## config.mk

```make
export PLATFORM = sky130hd
export DESIGN_NAME = hazard_unit_flat
export DESIGN_NICKNAME = d
export VERILOG_FILES = /design/src/rtl/hazard_unit_if.sv /design/src/rtl/hazard_unit.sv /design/src/flat_wrapper.sv
export SDC_FILE = /design/constraint.sdc
export NUM_CORES = 1
export LEC_CHECK = 0
export CORE_MARGIN = 2
export CORE_UTILIZATION = 35
export DETAILED_ROUTE_END_ITERATION = 8
export PLACE_DENSITY_LB_ADDON = 0.05
export SLEW_MARGIN = 10
export SYNTH_ARGS = -nofsm -noshare
export SYNTH_HDL_FRONTEND = slang
export SYNTH_SLANG_ARGS = --single-unit
export TNS_END_PERCENT = 30
```

## constraint.sdc

```tcl
create_clock -name clk -period 2.1 [get_ports clk]
set_input_delay 0.21 -clock clk [delete_from_list [all_inputs] [get_ports clk]]
set_output_delay 0.21 -clock clk [all_outputs]
set_load 0.1 [all_outputs]
```

## src/rtl/hazard_unit_if.sv

```systemverilog
// rtl/hazard_unit_if.sv - pipeline-side signal bundle for the hazard/interlock unit
interface hazard_unit_if;
  // Decode-stage operands and instruction class
  logic [4:0]  rsD;
  logic [4:0]  rtD;
  logic        branchD;
  logic        mfhiloD;
  logic        mdstartD;
  // Execute / Memory destination info
  logic [4:0]  writeregE;
  logic [4:0]  writeregM;
  logic        regwriteE;
  logic        memtoregE;
  logic        memtoregM;
  logic        mdstartE;
  logic        mddivE;
  // Interlock and sequencer results
  logic        stallF;
  logic        stallD;
  logic        flushE;
  logic        mdbusy;
  logic        mddone;
  logic        mderr;
  logic [31:0] stallcnt;

  // Pipeline side: drives stage info, receives interlocks
  modport master (
    output rsD, rtD, branchD, mfhiloD, mdstartD,
    output writeregE, writeregM, regwriteE, memtoregE, memtoregM, mdstartE, mddivE,
    input  stallF, stallD, flushE, mdbusy, mddone, mderr, stallcnt
  );

  // Hazard unit side
  modport slave (
    input  rsD, rtD, branchD, mfhiloD, mdstartD,
    input  writeregE, writeregM, regwriteE, memtoregE, memtoregM, mdstartE, mddivE,
    output stallF, stallD, flushE, mdbusy, mddone, mderr, stallcnt
  );
endinterface

```

## src/rtl/hazard_unit.sv

```systemverilog
// rtl/hazard_unit.sv - stall/flush interlock and MULT/DIV busy sequencer; HAZARD_PERF_CNT_EN enables the stall-cycle counter
module hazard_unit #(
  parameter int MUL_LAT = 4,
  parameter int DIV_LAT = 32,
  parameter int CNT_W   = 6
) (
  input  logic          clk,
  input  logic          reset_n,
  hazard_unit_if.slave  hif
);

  typedef enum logic {
    S_IDLE = 1'b0,
    S_BUSY = 1'b1
  } state_e;

  // Counter reload values: the launch cycle's edge already consumes one busy cycle
  localparam logic [CNT_W-1:0] MUL_LOAD = CNT_W'(MUL_LAT - 1);
  localparam logic [CNT_W-1:0] DIV_LOAD = CNT_W'(DIV_LAT - 1);

  state_e           state_q, state_d;
  logic [CNT_W-1:0] cnt_q, cnt_d;
  logic             mderr_q, mderr_d;
  logic             mddone;

  logic             e_hit;
  logic             m_hit;
  logic             lwstall;
  logic             branchstall;
  logic             mdstall;
  logic             stall;

  // Source-register matches against E and M destinations; $0 never matches
  always_comb begin
    e_hit = (hif.writeregE != 5'd0) &&
            ((hif.writeregE == hif.rsD) || (hif.writeregE == hif.rtD));
    m_hit = (hif.writeregM != 5'd0) &&
            ((hif.writeregM == hif.rsD) || (hif.writeregM == hif.rtD));
  end

  // Hazard classes that bypassing cannot cover, combined into one interlock
  always_comb begin
    lwstall     = hif.memtoregE && e_hit;
    branchstall = hif.branchD &&
                  ((hif.regwriteE && e_hit) || (hif.memtoregM && m_hit));
    mdstall     = (hif.mfhiloD || hif.mdstartD) &&
                  ((state_q == S_BUSY) || hif.mdstartE);
    stall       = lwstall || branchstall || mdstall;
  end

  assign hif.stallF = stall;
  assign hif.stallD = stall;
  assign hif.flushE = stall;

  // Sequencer next state: a start arriving while busy (including the done cycle) is dropped and flagged
  always_comb begin
    state_d = state_q;
    cnt_d   = cnt_q;
    mderr_d = mderr_q;
    mddone  = 1'b0;
    case (state_q)
      S_IDLE: begin
        if (hif.mdstartE) begin
          cnt_d   = hif.mddivE ? DIV_LOAD : MUL_LOAD;
          state_d = S_BUSY;
        end
      end
      S_BUSY: begin
        if (hif.mdstartE) begin
          mderr_d = 1'b1;
        end
        if (cnt_q == '0) begin
          mddone  = 1'b1;
          state_d = S_IDLE;
        end else begin
          cnt_d = cnt_q - CNT_W'(1);
        end
      end
      default: begin
        state_d = S_IDLE;
        cnt_d   = '0;
      end
    endcase
  end

  // Sequencer registers; reset abandons any in-flight operation
  always_ff @(posedge clk or negedge reset_n) begin
    if (!reset_n) begin
      state_q <= S_IDLE;
      cnt_q   <= '0;
      mderr_q <= 1'b0;
    end else begin
      state_q <= state_d;
      cnt_q   <= cnt_d;
      mderr_q <= mderr_d;
    end
  end

  assign hif.mdbusy = (state_q == S_BUSY);
  assign hif.mddone = mddone;
  assign hif.mderr  = mderr_q;

`ifdef HAZARD_PERF_CNT_EN
  logic [31:0] stallcnt_q, stallcnt_d;

  // Count stalled cycles, holding at all-ones rather than wrapping
  always_comb begin
    stallcnt_d = stallcnt_q;
    if (stall && (stallcnt_q != 32'hFFFF_FFFF)) begin
      stallcnt_d = stallcnt_q + 32'd1;
    end
  end

  // Stall counter register, cleared only by reset
  always_ff @(posedge clk or negedge reset_n) begin
    if (!reset_n) begin
      stallcnt_q <= 32'd0;
    end else begin
      stallcnt_q <= stallcnt_d;
    end
  end

  assign hif.stallcnt = stallcnt_q;
`else
  assign hif.stallcnt = 32'd0;
`endif

endmodule

```

## src/flat_wrapper.sv

```systemverilog
// flat-port wrapper written by rule: the top's interface ports become plain ports
module hazard_unit_flat 
#(
  parameter int MUL_LAT = 4,
  parameter int DIV_LAT = 32,
  parameter int CNT_W   = 6
)
  (clk, reset_n, hif_rsD, hif_rtD, hif_branchD, hif_mfhiloD, hif_mdstartD, hif_writeregE, hif_writeregM, hif_regwriteE, hif_memtoregE, hif_memtoregM, hif_mdstartE, hif_mddivE, hif_stallF, hif_stallD, hif_flushE, hif_mdbusy, hif_mddone, hif_mderr, hif_stallcnt);
  hazard_unit_if hif_i ();
  input  logic clk;
  input  logic reset_n;
  input wire logic [$bits(hif_i.rsD)-1:0] hif_rsD;
  input wire logic [$bits(hif_i.rtD)-1:0] hif_rtD;
  input wire logic [$bits(hif_i.branchD)-1:0] hif_branchD;
  input wire logic [$bits(hif_i.mfhiloD)-1:0] hif_mfhiloD;
  input wire logic [$bits(hif_i.mdstartD)-1:0] hif_mdstartD;
  input wire logic [$bits(hif_i.writeregE)-1:0] hif_writeregE;
  input wire logic [$bits(hif_i.writeregM)-1:0] hif_writeregM;
  input wire logic [$bits(hif_i.regwriteE)-1:0] hif_regwriteE;
  input wire logic [$bits(hif_i.memtoregE)-1:0] hif_memtoregE;
  input wire logic [$bits(hif_i.memtoregM)-1:0] hif_memtoregM;
  input wire logic [$bits(hif_i.mdstartE)-1:0] hif_mdstartE;
  input wire logic [$bits(hif_i.mddivE)-1:0] hif_mddivE;
  output wire logic [$bits(hif_i.stallF)-1:0] hif_stallF;
  output wire logic [$bits(hif_i.stallD)-1:0] hif_stallD;
  output wire logic [$bits(hif_i.flushE)-1:0] hif_flushE;
  output wire logic [$bits(hif_i.mdbusy)-1:0] hif_mdbusy;
  output wire logic [$bits(hif_i.mddone)-1:0] hif_mddone;
  output wire logic [$bits(hif_i.mderr)-1:0] hif_mderr;
  output wire logic [$bits(hif_i.stallcnt)-1:0] hif_stallcnt;
  assign hif_i.rsD = hif_rsD;
  assign hif_i.rtD = hif_rtD;
  assign hif_i.branchD = hif_branchD;
  assign hif_i.mfhiloD = hif_mfhiloD;
  assign hif_i.mdstartD = hif_mdstartD;
  assign hif_i.writeregE = hif_writeregE;
  assign hif_i.writeregM = hif_writeregM;
  assign hif_i.regwriteE = hif_regwriteE;
  assign hif_i.memtoregE = hif_memtoregE;
  assign hif_i.memtoregM = hif_memtoregM;
  assign hif_i.mdstartE = hif_mdstartE;
  assign hif_i.mddivE = hif_mddivE;
  assign hif_stallF = hif_i.stallF;
  assign hif_stallD = hif_i.stallD;
  assign hif_flushE = hif_i.flushE;
  assign hif_mdbusy = hif_i.mdbusy;
  assign hif_mddone = hif_i.mddone;
  assign hif_mderr = hif_i.mderr;
  assign hif_stallcnt = hif_i.stallcnt;
  hazard_unit #(.MUL_LAT(MUL_LAT), .DIV_LAT(DIV_LAT), .CNT_W(CNT_W)) u_core (.clk(clk), .reset_n(reset_n), .hif(hif_i));
endmodule
```

==> flow_metrics.env, run 1 <==
export IMPL_drt_iter0_drc=18
export IMPL_io_buffer_count=35
export IMPL_fin_area_um2=1370
export IMPL_outcome="finished clean"
export IMPL_cpPeakStageDelay_ns=0.49
export IMPL_hold_path_class="in2async"
export IMPL_preCtsSetupSlack_ns=-0.0860
export IMPL_cp_data_arrival_time_ns=1.85
export IMPL_cts_tree="yes"
export IMPL_post_route_min_period_ns=2.06
export IMPL_die_y_um=56.9
export IMPL_area_delta_synth_final_pct=39.2
export IMPL_start_kind="flop"
export IMPL_grt_pass1_wl_mm=3.63
export IMPL_p_clk_frac=0.087
export IMPL_htreeDepth=1
export IMPL_fillers=287
export IMPL_synthMuxAreaShare=0.0344
export IMPL_leakagePower_nw=0.583
export IMPL_antenna_found_initial=0
export IMPL_post_route_util=0.504
export IMPL_finalCritPeriodShare=0.982
export IMPL_synth_top_family_by_area="buffers and inverters"
export IMPL_synth_top_cells_by_area="buf_4 26%, dfrtp_1 20%, xnor2_1 18%"
export IMPL_clock_latency_ns=0.25
export IMPL_synthAdderAreaFrac=0.0128
export IMPL_drt_wl_total_mm=2.28
export IMPL_cts_buffers=3
export IMPL_power_share_switching=0.540
export IMPL_synth_compound_area_frac=0.120
export IMPL_dp_hpwl_mm=1.91
export IMPL_gp_congestion=0.802
export IMPL_setup_ws_ns=0.0369
export IMPL_vias=850
export IMPL_rows=19
export IMPL_io_pins=68
export IMPL_clock_root_buffer="clkbuf_4"
export IMPL_synthesis_area_um2=981
export IMPL_path_cells="inv_2, ha_2, or4b_4, nor3b_4, buf_12"
export IMPL_grt_pass1_vias=810
export IMPL_seq_area_frac_synth=0.204
export IMPL_hold_slack_ns=0.248
export IMPL_combPwrFrac=0.697
export IMPL_clockBufferDepth=2
export IMPL_slew_viol_final=0
export IMPL_cp_required_ns=1.89
export IMPL_critPathKind="reg2out"
export IMPL_crit_path_max_fanout=4
export IMPL_diodes=0
export IMPL_synth_area_leader_cell="buf_4"
export IMPL_die_w_um=56.9
export IMPL_syn_instance_count=118
export IMPL_critical_path_buf_inv_count=2
export IMPL_path_delay_family="simple AND/OR/NAND/NOR gates"
export IMPL_layout_drive_gt1_share=0.179
export IMPL_clkSlewWorstSetupHoldPaths_ns=0.06
export IMPL_dp_cells=187
export IMPL_antenna_left=0
export IMPL_avgViaCountPerCell=4.40
export IMPL_max_freq_ghz=0.485
export IMPL_start_util=0.362
export IMPL_core_area_um2=2710
export IMPL_drtPass1Iterations=4
export IMPL_rsz0062_at_grt="true"
export IMPL_drc=0
export IMPL_fin_cells=193
export IMPL_clkSinkCount=8
export IMPL_placed_cell_area_um2=1320
export IMPL_grtUsageTotal=0.143
export IMPL_synthDistinctLibCells=29
export IMPL_regArea_um2=200
export IMPL_die_area_um2=3240
export IMPL_endpoint_kind="output port"
export IMPL_grt_overflow=0
export IMPL_synth_seq_cells=8
export IMPL_setup_viol=0
export IMPL_synthXorXnorAreaFrac=0.179
export IMPL_finalHoldViolations=0
export IMPL_p_per_area_nw_per_um2=994
export IMPL_cap_viol_max_count=0
export IMPL_synthSimpleGateAreaFrac=0.175
export IMPL_irDropWorstVdd_uv=724
export IMPL_yosysWarnings=0
export IMPL_wl_per_cell_um=11.8
export IMPL_nets=195
export IMPL_synth_top_cell_area_share=0.260
export IMPL_p_sw_w=0.000732
export IMPL_multi_input_area_um2=639
export IMPL_intPower_w=0.000624
export IMPL_slowest_stage="or4b_4"
export IMPL_finalClockSkew_ns=0.000758
export IMPL_grt_max_degree=15
export IMPL_power_frac_seq=0.216
export IMPL_syn_area_per_cell_um2=8.31
## synthesized netlist by cell type
library cell / number
o221ai_1: 1
a211oi_1: 2
nor3_1: 3
a21oi_1: 4
o22a_1: 1
or3_1: 3
conb_1: 1
a21o_1: 1
a22o_1: 1
dfrtp_1: 8
o21ai_0: 2
nor2_2: 1
or4b_4: 1
nand2_1: 8
a221o_1: 1
nor2_1: 6
nor2b_1: 3
clkbuf_1: 1
mux2_2: 3
nor3b_4: 1
o22ai_1: 2
buf_4: 34
nand3_1: 4
o311a_1: 1
ha_1: 1
inv_1: 2
nor3b_1: 1
a31oi_1: 1
xnor2_1: 20
## layout by cell type, fill, tap and decap left out, types with 2 or more instances in the layout
cell type | Yosys | routed
nor3_1 | 3 | 3
clkbuf_4 | 0 | 3
a211oi_1 | 2 | 2
clkdlybuf4s50_1 | 0 | 26
o21ai_0 | 2 | 2
o22ai_1 | 2 | 2
or3_1 | 3 | 2
buf_12 | 0 | 4
dlygate4sd2_1 | 0 | 3
nand3_1 | 4 | 4
conb_1 | 1 | 32
buf_4 | 34 | 12
a21oi_1 | 4 | 4
xnor2_1 | 20 | 20
nand2_1 | 8 | 8
nor2b_1 | 3 | 3
mux2_2 | 3 | 3
nor2_1 | 6 | 6
dfrtp_1 | 8 | 8
## registers in the layout (all words and copies together) (netlist names)
name	cells
u_core.cnt_q	6
u_core.hif.mdbusy	1
u_core.hif.mderr	1
## layout make-up
class,instances,share of cell area
sequential,8,0.147
timing repair buffer,45,0.335
clock buffer,3,0.0165
inverter,2,0.00550
multi-input combinational,104,0.468
tap,31,0.0284
## per-stage QoR
stage / power (W) / TNS (ns)
final: 0.00136 / 0
after global routing: 0.00144 / -0.0284
after CTS: 0.00135 / 0
after detailed placement: 0.00122 / -0.255
after global placement: 0.00120 / -0.161
after floorplan: 0.00103 / -1.02
## final timing paths
kind,start,end,slack (ns),depth (start not counted)
worst min-delay path,reset_n,u_core.cnt_q[5],0.25,1
worst min register to register,u_core.hif.mderr,u_core.hif.mderr,0.46,1
min in group clk,u_core.hif.mderr,u_core.hif.mderr,0.46,1
max in group asynchronous,reset_n,u_core.cnt_q[1],1.58,1
worst max register to register,u_core.cnt_q[1],u_core.cnt_q[1],0.13,7
worst max-delay path,u_core.cnt_q[1],hif_mddone,0.04,5
## layer usage
| metal | GRT usage | wire, um |
|---|---|---|
| met5 | 0 | 0 |
| met3 | 0.0317 | 208 |
| met1 | 0.183 | 970 |
| met4 | 0.0565 | 27 |
| met2 | 0.235 | 1080 |
## what timing repair did
item	in CTS	in global routing
endpoints found under the setup margin	4	2
pin swaps	3	2
hold buffers	0	0
gates resized for setup	4	2
buffers inserted	2	1
## power groups by stage
stage	registers, W	clock network [W]	logic, W
2_1_floorplan	0.000326	0	0.000705
3_5_place_dp	0.000295	0	0.000923
3_3_place_gp	0.000293	0	0.000905
5_1_grt	0.000305	0.000128	0.00101
6_report	0.000293	0.000118	0.000945
4_1_cts	0.000293	0.000122	0.000932
## kinds of logic (layout without fill, tap and decap cells)
family          Yosys count  in the layout
xor+xnor                 20             20
simple gates             31             31
buf+inv                  37             50
fa+ha+maj                 1              1
compound gates           17             17
flops                     8              8
mux                       3              3
other cells               1             32
(Power assumes the default switching activity.)
==> inputs of run 2 (changes only) <==
--- a/config.mk
+++ b/config.mk
@@ -6,7 +6,8 @@
 export NUM_CORES = 1
 export LEC_CHECK = 0
 export CORE_MARGIN = 2
-export CORE_UTILIZATION = 35
+export CORE_UTILIZATION = 36
+export CTS_CLUSTER_DIAMETER = 200
 export DETAILED_ROUTE_END_ITERATION = 8
 export PLACE_DENSITY_LB_ADDON = 0.05
 export SLEW_MARGIN = 10
==> constraint.sdc (replaced) <==
create_clock -name clk -period 2.5 [get_ports clk]
set_input_delay 0.25 -clock clk [delete_from_list [all_inputs] [get_ports clk]]
set_output_delay 0.25 -clock clk [all_outputs]
set_load 0.1 [all_outputs]
==> flow_metrics.env, run 2 (synthesis results as in run 1) <==
export IMPL_clock_root_buffer="clkbuf_4"
export IMPL_max_freq_ghz=0.431
export IMPL_clkSinkCount=8
export IMPL_power_frac_seq=0.225
export IMPL_drt_wl_total_mm=2.11
export IMPL_top_register="u_core.cnt_q"
export IMPL_cts_buffers=3
export IMPL_placed_cell_area_um2=1280
export IMPL_p_per_area_nw_per_um2=847
export IMPL_power_share_switching=0.549
export IMPL_die_y_um=56.2
export IMPL_core_area_um2=2520
export IMPL_cp_required_ns=2.25
export IMPL_cap_viol_max_count=0
export IMPL_holdBufCountCts=0
export IMPL_cp_data_arrival_time_ns=2.07
export IMPL_wl_per_cell_um=11.5
export IMPL_area_delta_synth_final_pct=32.5
export IMPL_avgViaCountPerCell=4.50
export IMPL_layout_drive_gt1_share=0.117
export IMPL_antenna_left=0
export IMPL_finalClockSkew_ns=0.00708
export IMPL_clkSlewWorstSetupHoldPaths_ns=0.06
export IMPL_vias=828
export IMPL_slew_viol_final=0
export IMPL_grt_pass1_wl_mm=3.44
export IMPL_io_pins=68
export IMPL_drc=0
export IMPL_drt_iter0_drc=18
export IMPL_cts_tree="yes"
export IMPL_start_util=0.389
export IMPL_hold_path_class="in2async"
export IMPL_r2r_start="u_core.cnt_q[0]"
export IMPL_grt_pass1_vias=728
export IMPL_diodes=0
export IMPL_grtUsageTotal=0.136
export IMPL_irDropWorstVdd_uv=758
export IMPL_htreeDepth=1
export IMPL_reg2reg_depth=6
export IMPL_rows=18
export IMPL_post_cts_setup_buffer_count=0
export IMPL_largest_reg_flops=6
export IMPL_clock_latency_ns=0.26
export IMPL_outcome="finished clean"
export IMPL_die_w_um=56.2
export IMPL_die_area_um2=3160
export IMPL_p_sw_w=0.000604
export IMPL_crit_path_max_fanout=3
export IMPL_post_route_min_period_ns=2.32
export IMPL_intPower_w=0.000496
export IMPL_combPwrFrac=0.683
export IMPL_fin_area_um2=1300
export IMPL_p_clk_frac=0.091
export IMPL_grt_max_degree=15
export IMPL_drtPass1Iterations=4
export IMPL_startpoint="hif_writeregM[1]"
export IMPL_ff2ff_setup_slack_ns=0.54
export IMPL_start_kind="primary input"
export IMPL_grt_overflow=0
export IMPL_final_cell_mix="32 x conb_1, 29 x clkdlybuf4s50_1, 20 x xnor2_1, 8 x nand2_1, 8 x dfrtp_1"
export IMPL_finalCritPeriodShare=0.927
export IMPL_r2r_end="u_core.cnt_q[1]"
export IMPL_leakagePower_nw=0.540
export IMPL_rsz0062_at_grt="false"
export IMPL_nets=187
export IMPL_setup_tns_ns=0
export IMPL_finalHoldViolations=0
export IMPL_io_buffer_count=35
export IMPL_clockBufferDepth=2
export IMPL_antenna_found_initial=0
export IMPL_mostFrequentLayoutCell="conb_1"
export IMPL_endpoint_kind="output port"
export IMPL_finalPower_w=0.00110
export IMPL_ctsResizeCount=0
export IMPL_dp_hpwl_mm=1.76
export IMPL_endpoint="hif_flushE"
export IMPL_critPathKind="in2out"
export IMPL_gp_congestion=0.860
export IMPL_setup_viol=0
-- run 2: cell type report --
cell class	count	area [um2]
fillers	228	1220
multi-input cells	104	632
repair buffers	37	400
flip-flops and latches	8	200
well taps	30	37.5
clock buffers	3	22.5
inverters	2	7.51
-- run 2: per-stage QoR --
step,utilization,instances,hold WS (ns),setup WS [ns]
2_1_floorplan,-,149,-0.0456,0.0923
3_3_place_gp,0.506,181,0.439,0.215
3_5_place_dp,0.506,181,0.446,0.174
4_1_cts,0.515,184,0.291,0.174
5_1_grt,0.515,184,0.308,0.143
6_report,0.515,184,0.273,0.182
-- run 2: per-layer routing --
metal / up-vias / GRT usage / wire length [um]
met5: - / 0 / 0
met3: 0 / 0.0512 / 199
li1: 406 / - / -
met4: 0 / 0.0102 / 0
met1: 374 / 0.192 / 990
met2: 48 / 0.207 / 918
-- run 2: worst min-delay path by stage --
stage	endpoint	depth (start not counted)
global placement	u_core.hif.mderr	1
detailed placement	u_core.hif.mderr	1
finish	u_core.cnt_q[3]	1
CTS	u_core.cnt_q[3]	1
floorplan	u_core.cnt_q[0]	0
global route	u_core.cnt_q[3]	1
-- run 2: power groups by stage --
stage	Clock (W)	Sequential (W)	Combinational (W)
finish	0.000101	0.000248	0.000752
floorplan	0	0.000274	0.000591
CTS	0.000104	0.000246	0.000754
global route	0.000113	0.000258	0.000801
global placement	0	0.000244	0.000746
detailed placement	0	0.000247	0.000751
-- run 2: worst max-delay path, stage by stage --
cell and delay [ns]:
clkdlybuf4s50_1 0.48, or3_1 0.41, o311a_1 0.30, a221o_2 0.44, buf_12 0.19
==> inputs of run 3 (changes only) <==
--- a/config.mk
+++ b/config.mk
@@ -6,9 +6,10 @@
 export NUM_CORES = 1
 export LEC_CHECK = 0
 export CORE_MARGIN = 2
-export CORE_UTILIZATION = 36
+export CORE_UTILIZATION = 38
 export CTS_CLUSTER_DIAMETER = 200
 export DETAILED_ROUTE_END_ITERATION = 8
+export GPL_TIMING_DRIVEN = 0
 export PLACE_DENSITY_LB_ADDON = 0.05
 export SLEW_MARGIN = 10
 export SYNTH_ARGS = -nofsm -noshare
==> flow_metrics.env, run 3 (synthesis results as in run 1) <==
export IMPL_outcome="finished clean"
export IMPL_fin_cells=217
export IMPL_drt_wl_total_mm=2.25
export IMPL_dp_hpwl_mm=1.93
export IMPL_hold_path_class="in2async"
export IMPL_final_cell_mix="36 x buf_4, 32 x conb_1, 31 x clkdlybuf4s50_1, 20 x xnor2_1"
export IMPL_crit_path_max_fanout=3
export IMPL_cp_data_arrival_time_ns=2.17
export IMPL_top_register="u_core.cnt_q"
export IMPL_fillers=234
export IMPL_nets=220
export IMPL_p_per_area_nw_per_um2=741
export IMPL_die_area_um2=3000
export IMPL_rsz0062_at_grt="false"
export IMPL_clkSinkCount=8
export IMPL_use_met1=0.193
export IMPL_endpoint_kind="output port"
export IMPL_max_freq_ghz=0.413
export IMPL_gp_congestion=0.785
export IMPL_grt_overflow=0
export IMPL_die_w_um=54.8
export IMPL_layout_drive_gt1_share=0.257
export IMPL_area_delta_synth_final_pct=52.3
export IMPL_finalHoldViolations=0
export IMPL_dp_cells=214
export IMPL_grt_max_degree=11
export IMPL_avgViaCountPerCell=4.15
export IMPL_clockBufferDepth=2
export IMPL_slew_viol_final=0
export IMPL_diodes=0
export IMPL_clock_root_buffer="clkbuf_4"
export IMPL_grt_busiest_layer="met2"
export IMPL_post_route_min_period_ns=2.42
export IMPL_die_y_um=54.8
export IMPL_grtUsageTotal=0.154
export IMPL_finalCritPeriodShare=0.968
export IMPL_io_pins=68
export IMPL_cts_buffers=3
export IMPL_placed_cell_area_um2=1490
export IMPL_core_area_um2=2450
export IMPL_vias=901
export IMPL_drtPass1Iterations=4
export IMPL_clock_latency_ns=0.26
export IMPL_irDropWorstVdd_uv=595
export IMPL_hold_slack_ns=0.266
export IMPL_finalClockSkew_ns=0.00605
export IMPL_slew_headroom=0.355
export IMPL_met3_usage=0.0328
export IMPL_antenna_found_initial=0
export IMPL_clkSlewWorstSetupHoldPaths_ns=0.06
export IMPL_grt_pass1_wl_mm=3.28
export IMPL_start_kind="primary input"
export IMPL_antenna_left=0
export IMPL_critPathKind="in2out"
export IMPL_rows=18
export IMPL_cts_tree="yes"
export IMPL_htreeDepth=1
export IMPL_start_util=0.400
export IMPL_io_buffer_count=35
export IMPL_grt_util_met2=0.252
export IMPL_drt_iter0_drc=8
export IMPL_tightest_slew_ns=0.965
export IMPL_mostFrequentLayoutCell="buf_4"
export IMPL_grt_pass1_vias=755
export IMPL_drc=0
export IMPL_leakagePower_nw=0.696
export IMPL_fin_area_um2=1490
export IMPL_wl_per_cell_um=10.4
export IMPL_post_cts_setup_buffer_count=0
export IMPL_cp_required_ns=2.25
export IMPL_cap_viol_max_count=0
export IMPL_setup_viol=0
export IMPL_largest_reg_flops=6
==> run 3: worst paths after layout <==
kind                                  start                to  slack (ns)  cells past startpoint
min                                 reset_n   u_core.cnt_q[1]        0.27                      1
max reg2reg                 u_core.cnt_q[1]   u_core.cnt_q[1]        0.53                      6
max                        hif_writeregM[0]        hif_stallD        0.08                      6
min in group clk           u_core.hif.mderr  u_core.hif.mderr        0.46                      1
min reg2reg                u_core.hif.mderr  u_core.hif.mderr        0.46                      1
max in group asynchronous           reset_n   u_core.cnt_q[0]        1.96                      1
==> run 3: per-stage QoR <==
stage / setup slack, ns / power (W) / TNS [ns] / utilization
final: 0.0798 / 0.00111 / 0 / 0.609
after global routing: 0.0180 / 0.00117 / 0 / 0.609
after CTS: -0.0469 / 0.00111 / -0.0469 / 0.610
after detailed placement: -0.666 / 0.00102 / -2.18 / 0.606
after global placement: -0.655 / 0.000998 / -2.13 / 0.606
after floorplan: 0.0923 / 0.000866 / 0 / -
==> run 3: repair_timing <==
item,4_1_cts,5_1_grt
hold buffers,0,0
gates cloned,0,0
setup endpoints to repair,4,2
gates resized for setup,17,3
==> run 3: worst max-delay path, cell delays in order <==
cell and delay, ns:
clkdlybuf4s50_1 0.49, or3_1 0.38, o311a_1 0.31, a221o_2 0.38
buf_4 0.13, buf_4 0.22
==> run 3: area by class of cell <==
class	count	area, um2	area share
clock buffers	3	22.5	0.0151
multi-input cells	104	632	0.423
inverters	2	7.51	0.00503
plain buffers	35	259	0.173
well taps	30	37.5	0.0251
flip-flops and latches	8	200	0.134
repair buffers	35	335	0.224
==> run 3: routing by layer <==
layer	wire [um]	part of all wire
met5	0	0
met1	948	0.42
met2	994	0.44
met3	284	0.13
met4	19	0.0085
==> run 3: power by group <==
| group | total (W) | internal (W) | switching (W) |
|---|---|---|---|
| clock network | 0.000102 | 0.0000551 | 0.0000464 |
| logic | 0.000757 | 0.000262 | 0.000495 |
| registers | 0.000249 | 0.000185 | 0.0000636 |
| total | 0.00111 | 0.000502 | 0.000605 |
